### src/rtl/pmix_code_ctrl_if.sv
// pmix_code_ctrl_if: vote/code bus between the bang-bang phase detector,
// the phase controller and the phase mixer. The master side produces votes
// and hold; the slave side (the controller) returns the mixer code.
interface pmix_code_ctrl_if;
  logic              Up;
  logic              Dn;
  logic              Vote_Valid;
  logic              Hold;
  logic [9:0]        Code;
  logic              Code_Update;
  logic signed [6:0] Freq_Out;

  modport master (
    output Up, Dn, Vote_Valid, Hold,
    input  Code, Code_Update, Freq_Out
  );

  modport slave (
    input  Up, Dn, Vote_Valid, Hold,
    output Code, Code_Update, Freq_Out
  );
endinterface

### src/rtl/pmix_code_ctrl.sv
// pmix_code_ctrl: CDR phase-mixer code controller.
// Filters early/late votes into proportional steps and walks a circular
// phase index P = 255*quadrant + weight (0..1019), never emitting weight 255.
// Optional second-order (frequency) path is built when PMIX_CTRL_FREQ_EN is
// defined; otherwise the loop is first order and Freq_Out reads 0.
module pmix_code_ctrl #(
  parameter int          VOTE_TH    = 4,
  parameter int          STEP       = 8,
  parameter logic [9:0]  INIT_CODE  = 10'h000,
  parameter int          FREQ_SHIFT = 6,
  parameter int          FREQ_MAX   = 7
) (
  input  logic            CLK,
  input  logic            RST,
  pmix_code_ctrl_if.slave bus
);

  localparam logic signed [4:0]  C_TH   = 5'(VOTE_TH);
  localparam logic signed [10:0] C_STEP = 11'(STEP);
  localparam logic signed [10:0] C_TMAX = 11'sd254;

  // Reject parameter sets that would break the phase-index invariants.
  if (VOTE_TH < 1 || VOTE_TH > 15 || STEP < 1 || STEP > 64 ||
      FREQ_MAX < 1 || FREQ_MAX > 64 || FREQ_SHIFT < 1 ||
      INIT_CODE[7:0] == 8'hFF) begin : g_bad_param
    $error("pmix_code_ctrl: parameter out of range");
  end

  logic signed [4:0]  r_v;
  logic [9:0]         r_code;
  logic               r_upd;

  logic signed [4:0]  w_delta;
  logic signed [4:0]  w_v_sum;
  logic signed [4:0]  w_v_next;
  logic signed [10:0] w_s;
  logic signed [10:0] w_fstep;
  logic signed [10:0] w_t_raw;
  logic signed [10:0] w_t;
  logic signed [10:0] w_wsum;
  logic signed [10:0] w_wadj;
  logic [1:0]         w_quad;
  logic [9:0]         w_code_next;

  // Vote filter: net vote count, threshold detection, proportional term.
  always_comb begin
    // NOTE: every combinational output gets a default first so no path
    // leaves it unassigned, which would otherwise infer a latch.
    w_delta  = 5'sd0;
    w_s      = 11'sd0;
    if (bus.Vote_Valid && bus.Up && !bus.Dn)      w_delta = 5'sd1;
    else if (bus.Vote_Valid && bus.Dn && !bus.Up) w_delta = -5'sd1;
    w_v_sum  = r_v + w_delta;
    w_v_next = w_v_sum;
    if (w_v_sum == C_TH) begin
      w_s      = C_STEP;
      w_v_next = 5'sd0;
    end else if (w_v_sum == -C_TH) begin
      w_s      = -C_STEP;
      w_v_next = 5'sd0;
    end
  end

`ifdef PMIX_CTRL_FREQ_EN
  localparam logic signed [7:0] C_FMAX = 8'(FREQ_MAX);

  logic signed [7:0]       r_f;
  logic [FREQ_SHIFT-1:0]   r_per;
  logic signed [7:0]       w_f_next;

  // Frequency term fires on the period-counter wrap edge, using the old F.
  always_comb begin
    w_fstep  = (&r_per) ? {{3{r_f[7]}}, r_f} : 11'sd0;
    w_f_next = r_f;
    if (w_s > 0 && r_f < C_FMAX)       w_f_next = r_f + 8'sd1;
    else if (w_s < 0 && r_f > -C_FMAX) w_f_next = r_f - 8'sd1;
  end

  // Frequency integrator and its free-running period counter.
  always_ff @(posedge CLK) begin
    if (RST) begin
      r_f   <= 8'sd0;
      r_per <= '0;
    end else if (!bus.Hold) begin
      r_f   <= w_f_next;
      r_per <= r_per + 1'b1;
    end
  end

  assign bus.Freq_Out = r_f[6:0];
`else
  assign w_fstep      = 11'sd0;
  assign bus.Freq_Out = 7'sd0;
`endif

  // Sum, clamp, and apply the step with carry/borrow through the quadrant.
  always_comb begin
    w_t_raw = w_s + w_fstep;
    w_t     = w_t_raw;
    if (w_t_raw > C_TMAX)       w_t = C_TMAX;
    else if (w_t_raw < -C_TMAX) w_t = -C_TMAX;
    w_wsum = $signed({3'b000, r_code[7:0]}) + w_t;
    w_wadj = w_wsum;
    w_quad = r_code[9:8];
    if (w_wsum >= 11'sd255) begin
      w_wadj = w_wsum - 11'sd255;
      w_quad = r_code[9:8] + 2'd1;
    end else if (w_wsum < 11'sd0) begin
      w_wadj = w_wsum + 11'sd255;
      w_quad = r_code[9:8] - 2'd1;
    end
    w_code_next = {w_quad, w_wadj[7:0]};
  end

  // Vote counter, mixer code and update strobe; Hold freezes all of them.
  always_ff @(posedge CLK) begin
    // NOTE: sequential state uses non-blocking assignments so every register
    // samples pre-edge values regardless of statement order.
    if (RST) begin
      r_v    <= 5'sd0;
      r_code <= INIT_CODE;
      r_upd  <= 1'b0;
    end else if (bus.Hold) begin
      r_upd  <= 1'b0;
    end else begin
      r_v    <= w_v_next;
      r_code <= w_code_next;
      r_upd  <= (w_t != 11'sd0);
    end
  end

  assign bus.Code        = r_code;
  assign bus.Code_Update = r_upd;

endmodule

### src/flat_wrapper.sv
// flat-port wrapper written by rule: the top's interface ports become plain ports
module pmix_code_ctrl_flat 
#(
  parameter int          VOTE_TH    = 4,
  parameter int          STEP       = 8,
  parameter logic [9:0]  INIT_CODE  = 10'h000,
  parameter int          FREQ_SHIFT = 6,
  parameter int          FREQ_MAX   = 7
)
  (CLK, RST, bus_Up, bus_Dn, bus_Vote_Valid, bus_Hold, bus_Code, bus_Code_Update, bus_Freq_Out);
  pmix_code_ctrl_if bus_i ();
  input  logic CLK;
  input  logic RST;
  input wire logic [$bits(bus_i.Up)-1:0] bus_Up;
  input wire logic [$bits(bus_i.Dn)-1:0] bus_Dn;
  input wire logic [$bits(bus_i.Vote_Valid)-1:0] bus_Vote_Valid;
  input wire logic [$bits(bus_i.Hold)-1:0] bus_Hold;
  output wire logic [$bits(bus_i.Code)-1:0] bus_Code;
  output wire logic [$bits(bus_i.Code_Update)-1:0] bus_Code_Update;
  output wire logic [$bits(bus_i.Freq_Out)-1:0] bus_Freq_Out;
  assign bus_i.Up = bus_Up;
  assign bus_i.Dn = bus_Dn;
  assign bus_i.Vote_Valid = bus_Vote_Valid;
  assign bus_i.Hold = bus_Hold;
  assign bus_Code = bus_i.Code;
  assign bus_Code_Update = bus_i.Code_Update;
  assign bus_Freq_Out = bus_i.Freq_Out;
  pmix_code_ctrl #(.VOTE_TH(VOTE_TH), .STEP(STEP), .INIT_CODE(INIT_CODE), .FREQ_SHIFT(FREQ_SHIFT), .FREQ_MAX(FREQ_MAX)) u_core (.CLK(CLK), .RST(RST), .bus(bus_i));
endmodule
### config.mk
export PLATFORM = sky130hd
export DESIGN_NAME = pmix_code_ctrl_flat
export DESIGN_NICKNAME = d
export VERILOG_FILES = /design/src/rtl/pmix_code_ctrl_if.sv /design/src/rtl/pmix_code_ctrl.sv /design/src/flat_wrapper.sv
export SDC_FILE = /design/constraint.sdc
export NUM_CORES = 1
export LEC_CHECK = 0
export ABC_AREA = 1
export BUFFER_PORTS_ARGS = -buffer_cell sky130_fd_sc_hd__buf_2
export CAP_MARGIN = 20
export CORE_MARGIN = 4
export CORE_UTILIZATION = 45
export CTS_CLUSTER_DIAMETER = 60
export DETAILED_ROUTE_END_ITERATION = 6
export GPL_TIMING_DRIVEN = 0
export PLACE_DENSITY = 0.7
export RECOVER_POWER = 100
export SLEW_MARGIN = 20
export SYNTH_ARGS = -nofsm -noshare
export SYNTH_HDL_FRONTEND = slang
export SYNTH_SLANG_ARGS = --single-unit
### constraint.sdc
create_clock -name CLK -period 6.4 [get_ports CLK]
set_clock_uncertainty 0.05 [all_clocks]
set_input_delay 0.64 -clock CLK [delete_from_list [all_inputs] [get_ports CLK]]
set_output_delay 0.64 -clock CLK [all_outputs]
set_load 0.02 [all_outputs]
# After elaboration in Yosys (flattened, before gate mapping)
# Index checks and enable logic that the tools add are counted.
# word_totals
reg_bits	16
inputBits	6
output_inout_bits	18
wordCells	39
# classes
add_sub_neg	6
order_cmp	4
eq_ne	2
muxes	12
bitwise	1
n_reduce_logical	10
# op_table
operator	count
two-way mux 11 bit	4
two-way mux 5 bit	4
two-way mux 8 bit	2
adder 9 x 11 -> 11 bit	1
>= comparator 11 x 9 -> 1 bit, second input constant	1
greater-than comparator 11 x 9 -> 1 bit, second input constant	1
less-than comparator 11 x 1 -> 1 bit, second input constant	1
less-than comparator 11 x 9 -> 1 bit, second input constant	1
nonzero test 11 bit	1
adder 8 x 1 -> 8 bit, second input constant	1
subtractor 8 x 1 -> 8 bit, second input constant	1
adder 5 bit	1
equality test 5 x 3 -> 1 bit, second input constant	1
equality test 5 x 4 -> 1 bit, second input constant	1
logical AND 1 bit	4
two-way mux 2 bit	2
adder 2 x 1 -> 2 bit, second input constant	1
logical NOT 1 bit	2
AND reduction 2 bit	1
nonzero test 2 bit	1
OR reduction 2 bit	1
subtractor 2 x 1 -> 2 bit, second input constant	1
inverter 1 bit	1

# Depth between registers and ports, before layout
# logic_depth
ltp_word	15
mapped_depth	29
mapped_depth_nobuf	29

# Worst setup path after synthesis
# No wires, ideal clock.
# synth_timing
path_kind	input to register
from	input port bus_Up
to	register with a tool-made name
arrival_ns	3.680
t_required_ns	6.226
setup_slack_ns	2.546
stages	24
cell_sequence	inv_1 > nand3_1 > o21ai_0 > ha_1 > inv_1 > fa_1 > inv_1 > nand2_1 > nand2_2 > nor2_4 > nand3_2 > clkinv_1 > nand2_1 > nand2_1 > ha_1 > fa_1 > xnor2_2 > nor2_1 > nand3_1 > nand4_2 > nand2_2 > nand2_1 > o21ai_1 > nor2_1
# synth_lines
item	line	source
from (decl)	flat_wrapper.sv:14	input wire logic [$bits(bus_i.Up)-1:0] bus_Up;

# Worst setup path in the final report
# layout_timing
from	input port bus_Up
to	register u_core.r_code[4], in the netlist u_core.bus.Code[4]
# layout_between
elab_chain_cells	15
elab_cells_between_ends	22
classes_between	add/sub (4); order compare (4); eq/ne (2); mux (8); reduce/logical (4)
# layout_rtl
item	line	source
logical NOT 1 bit	pmix_code_ctrl.sv:52	else if (bus.Vote_Valid && bus.Dn && !bus.Up) w_delta = -5'sd1;
logical AND 1 bit	pmix_code_ctrl.sv:52	
two-way mux 5 bit	pmix_code_ctrl.sv:52	
two-way mux 5 bit (*)	pmix_code_ctrl.sv:51	if (bus.Vote_Valid && bus.Up && !bus.Dn) w_delta = 5'sd1;
adder 5 bit (*)	pmix_code_ctrl.sv:53	w_v_sum = r_v + w_delta;
equality test 5 x 3 -> 1 bit	pmix_code_ctrl.sv:58	end else if (w_v_sum == -C_TH) begin
two-way mux 11 bit	pmix_code_ctrl.sv:58	
two-way mux 11 bit (*)	pmix_code_ctrl.sv:55	if (w_v_sum == C_TH) begin
less-than comparator 11 x 9 -> 1 bit	pmix_code_ctrl.sv:101	else if (w_t_raw < -C_TMAX) w_t = -C_TMAX;
two-way mux 11 bit	pmix_code_ctrl.sv:101	
two-way mux 11 bit (*)	pmix_code_ctrl.sv:100	if (w_t_raw > C_TMAX) w_t = C_TMAX;
adder 9 x 11 -> 11 bit (*)	pmix_code_ctrl.sv:102	w_wsum = $signed({3'b000, r_code[7:0]}) + w_t;
less-than comparator 11 x 1 -> 1 bit / adder 8 x 1 -> 8 bit (equally long branches)	pmix_code_ctrl.sv:108, pmix_code_ctrl.sv:109	
two-way mux 8 bit	pmix_code_ctrl.sv:108	end else if (w_wsum < 11'sd0) begin
two-way mux 8 bit (*)	pmix_code_ctrl.sv:105	if (w_wsum >= 11'sd255) begin
to (signal assigned)	pmix_code_ctrl.sv:127	r_code <= w_code_next;
to (decl)	pmix_code_ctrl.sv:30	logic [9:0] r_code;
# Mark *: on every way between the ends. The rest lies on a longest branch, timed or not.
# A chain may end at the register's enable or synchronous reset.

==> flow_metrics.py <==
metrics = {
    "timing": {
        "tns_ns": 0,
        "max-slew-margin-rel": 0.520,
        "rsz0062_at_grt": "false",
        "period_share": 0.717,
        "drv_slew": 0,
        "finalSetupViolCount": 0,
        "holdWs_ns": 0.427,
        "fmax_mhz": 218,
        "finalWorstSetupSlack_ns": 1.81,
        "min_period_ns": 4.59,
        "tightest_slew_ns": 0.715,
        "timing.final.hold_violations": 0,
    },
    "cells_and_area": {
        "n_antenna_cell": 0,
        "layout-drive-gt1-share": 0.0906,
        "final_util": 0.523,
        "fin_area_mm2": 0.00180,
        "n_fill_cell": 360,
        "final_nets": 309,
        "area_delta_synth_final_pct": 9.42,
    },
    "cts": {
        "h-tree-depth": 1,
        "clock-sinks": 16,
        "holdBufCountCts": 0,
        "cts_setup_buffers": 0,
        "clock_path_buffers": 2,
        "clk_pin_slew_ns": 0.06,
        "clk_latency_ns": 0.25,
        "cts-root-buf": "clkbuf_8",
        "cts_buffers": 3,
        "cts_tree": "done",
        "post_cts_resized": 0,
    },
    "power_and_ir_drop": {
        "p_per_area_mw_per_mm2": 152,
        "switching_share": 0.317,
        "p_int_mw": 0.187,
        "irDropWorstVdd_uv": 191,
        "pwr-share-seq": 0.396,
        "p_leak_nw": 0.970,
        "combPwrFrac": 0.281,
        "power_switching_mw": 0.0867,
        "p_clk_frac": 0.324,
    },
    "placement": {
        "detailed_place_hpwl_mm": 2.85,
        "place_area_mm2": 0.00180,
        "portBuffers": 15,
        "dp_slack_ns": 1.98,
        "globalplace.congestion": 0.819,
    },
    "detailed_routing": {
        "wl_mm": 3.54,
        "drt-vias-per-instance": 4.81,
        "post-route-drc-count": 0,
        "drtIter0Drc": 78,
        "routed-via-count": 1601,
        "wl_per_cell_um": 10.6,
        "first_pass_iters": 4,
        "antenna_left": 0,
    },
    "floorplan": {
        "rows": 21,
        "ios": 24,
        "die_h_um": 68.5,
        "die_w_um": 68.5,
        "initial_core_util": 0.478,
        "fp.dieArea_mm2": 0.00469,
        "core_area_mm2": 0.00344,
    },
    "yosys": {
        "yosysWarnings": 0,
        "synthTopCellsByCount": "65 x nand2_1, 36 x inv_1, 32 x nand3_1",
        "synth_edf_count": 0,
        "synth_seq_cells": 16,
        "synth_ff_type": "dfxtp_1",
        "yosysTopAreaCell": "dfxtp_1",
        "synth_cells": 262,
        "async_flop_share": 0,
        "avgSynthCellArea_um2": 6.28,
        "syn_area_mm2": 0.00165,
        "synth_seq_area_share": 0.195,
        "yosysMostFrequentCell": "nand2_1",
        "netlist_top_cells_area": "dfxtp_1 19%, nand2_1 15%, ha_1 9.9%",
        "synth.top_cell.area_share": 0.195,
        "synth_cell_types": 31,
    },
    "run_status": {
        "status": "completed",
    },
    "global_route": {
        "grt_pass1_vias": 1341,
        "grt_first_pass_wirelength_mm": 5.80,
        "antenna_found_initial": 0,
        "grt_max_degree": 11,
        "grt_usage": 0.159,
        "grt_overflow_total": 0,
    },
    "worst_setup_path": {
        "worst_ep_arrival_time_ns": 4.74,
        "crit_type": "input pin to flop",
        "reg2reg_to": "u_core.bus.Code[4]",
        "start_kind": "input pin",
        "required_ns": 6.55,
        "r2r_start": "u_core.r_v[0]",
        "rrSetupSlack_ns": 2.31,
        "end_kind": "flop",
        "ff2ff_path_depth": 22,
        "path_max_fanout": 8,
    },
    "hold_path": {
        "hp-class": "flop to flop",
        "min-delay-start": "u_core.r_v[2]",
        "hold_depth": 2,
        "hold_end": "u_core.r_v[2]",
    },
    "job": {
        "cap_violations": 0,
    },
}
[kinds of logic (layout without fill, tap and decap cells)]
logic type / count (synthesis) / after routing / synth area share
simple gates: 143 / 143 / 0.401
other cells: 1 / 7 / 0.00228
flops: 16 / 16 / 0.195
compound gates: 26 / 26 / 0.0828
fa+ha+maj: 15 / 15 / 0.123
buf+inv: 51 / 70 / 0.138
xor+xnor: 10 / 10 / 0.0578
[critical path, stage by stage]
cell	delay [ns]
clkbuf_1	0.09
inv_1	0.05
nand3_1	0.14
o21ai_0	0.12
ha_1	0.21
inv_1	0.06
fa_1	0.41
inv_1	0.07
nand2_1	0.06
nand2_1	0.07
nor2_1	0.05
nand3_1	0.14
clkinv_1	0.11
nand2_1	0.13
nand2_1	0.09
ha_1	0.23
fa_1	0.43
xnor2_1	0.61
nor2_1	0.11
nand3_1	0.13
nand3_1	0.25
nand2_1	0.24
nand3_1	0.09
nand3_1	0.10
nand2_1	0.05
inv_1	0.05
[routing by layer]
layer,up-vias,track usage,wire length [µm]
li1,871,-,-
met3,2,0.0357,168
met5,-,0,0
met2,35,0.238,1500
met1,693,0.231,1860
met4,0,0.0323,17
[cell type report]
type                            instances  area (µm²)  area share
Tap cell                               46        57.6      0.0319
Sequential cell                        16         320       0.178
Buffer                                 11        76.3      0.0424
Inverter                               40         150      0.0833
Timing Repair Buffer                   15        60.1      0.0333
Clock buffer                            4        55.1      0.0306
Multi-Input combinational cell        201        1080       0.601
[how the worst max path moves through the flow]
| stage | start | endpoint | slack, ns | depth (start not counted) |
|---|---|---|---|---|
| finish | bus_Up | u_core.bus.Code[4] | 1.81 | 26 |
| global route | bus_Up | u_core.bus.Code[7] | 1.48 | 26 |
| CTS | bus_Up | u_core.bus.Code[4] | 2.20 | 26 |
| detailed placement | bus_Up | u_core.bus.Code[4] | 1.98 | 26 |
| global placement | bus_Up | u_core.bus.Code[7] | 1.96 | 26 |
| floorplan | bus_Up | flop | 2.55 | 24 |
[power by group through the flow]
stage | Clock [mW] | Sequential, mW | Combinational (mW)
detailed placement | 0 | 0.110 | 0.0800
global route | 0.0945 | 0.109 | 0.0861
floorplan | 0 | 0.113 | 0.0612
global placement | 0 | 0.110 | 0.0791
CTS | 0.0909 | 0.108 | 0.0802
finish | 0.0885 | 0.108 | 0.0767
[per-stage QoR]
stage / std cells / power (mW)
floorplan: 268 / 0.174
global placement: 329 / 0.189
detailed placement: 329 / 0.190
CTS: 333 / 0.279
global route: 333 / 0.290
finish: 333 / 0.273
[cells in the final DEF (no fill, tap or decap), types with 2 or more instances in the layout]
| cell type | n |
|---|---|
| xor2_1 | 6 |
| nor2_1 | 25 |
| xnor2_1 | 4 |
| nor3_1 | 2 |
| conb_1 | 7 |
| inv_1 | 36 |
| o21ai_0 | 9 |
| ha_1 | 13 |
| fa_1 | 2 |
| clkbuf_8 | 4 |
| inv_2 | 3 |
| nand4_1 | 6 |
| nand2_1 | 68 |
| a21oi_1 | 14 |
| dfxtp_1 | 16 |
| nand3_1 | 34 |
| buf_4 | 7 |
| buf_2 | 4 |
| nand2_2 | 4 |
| clkbuf_1 | 14 |
(Power assumes the default switching activity.)
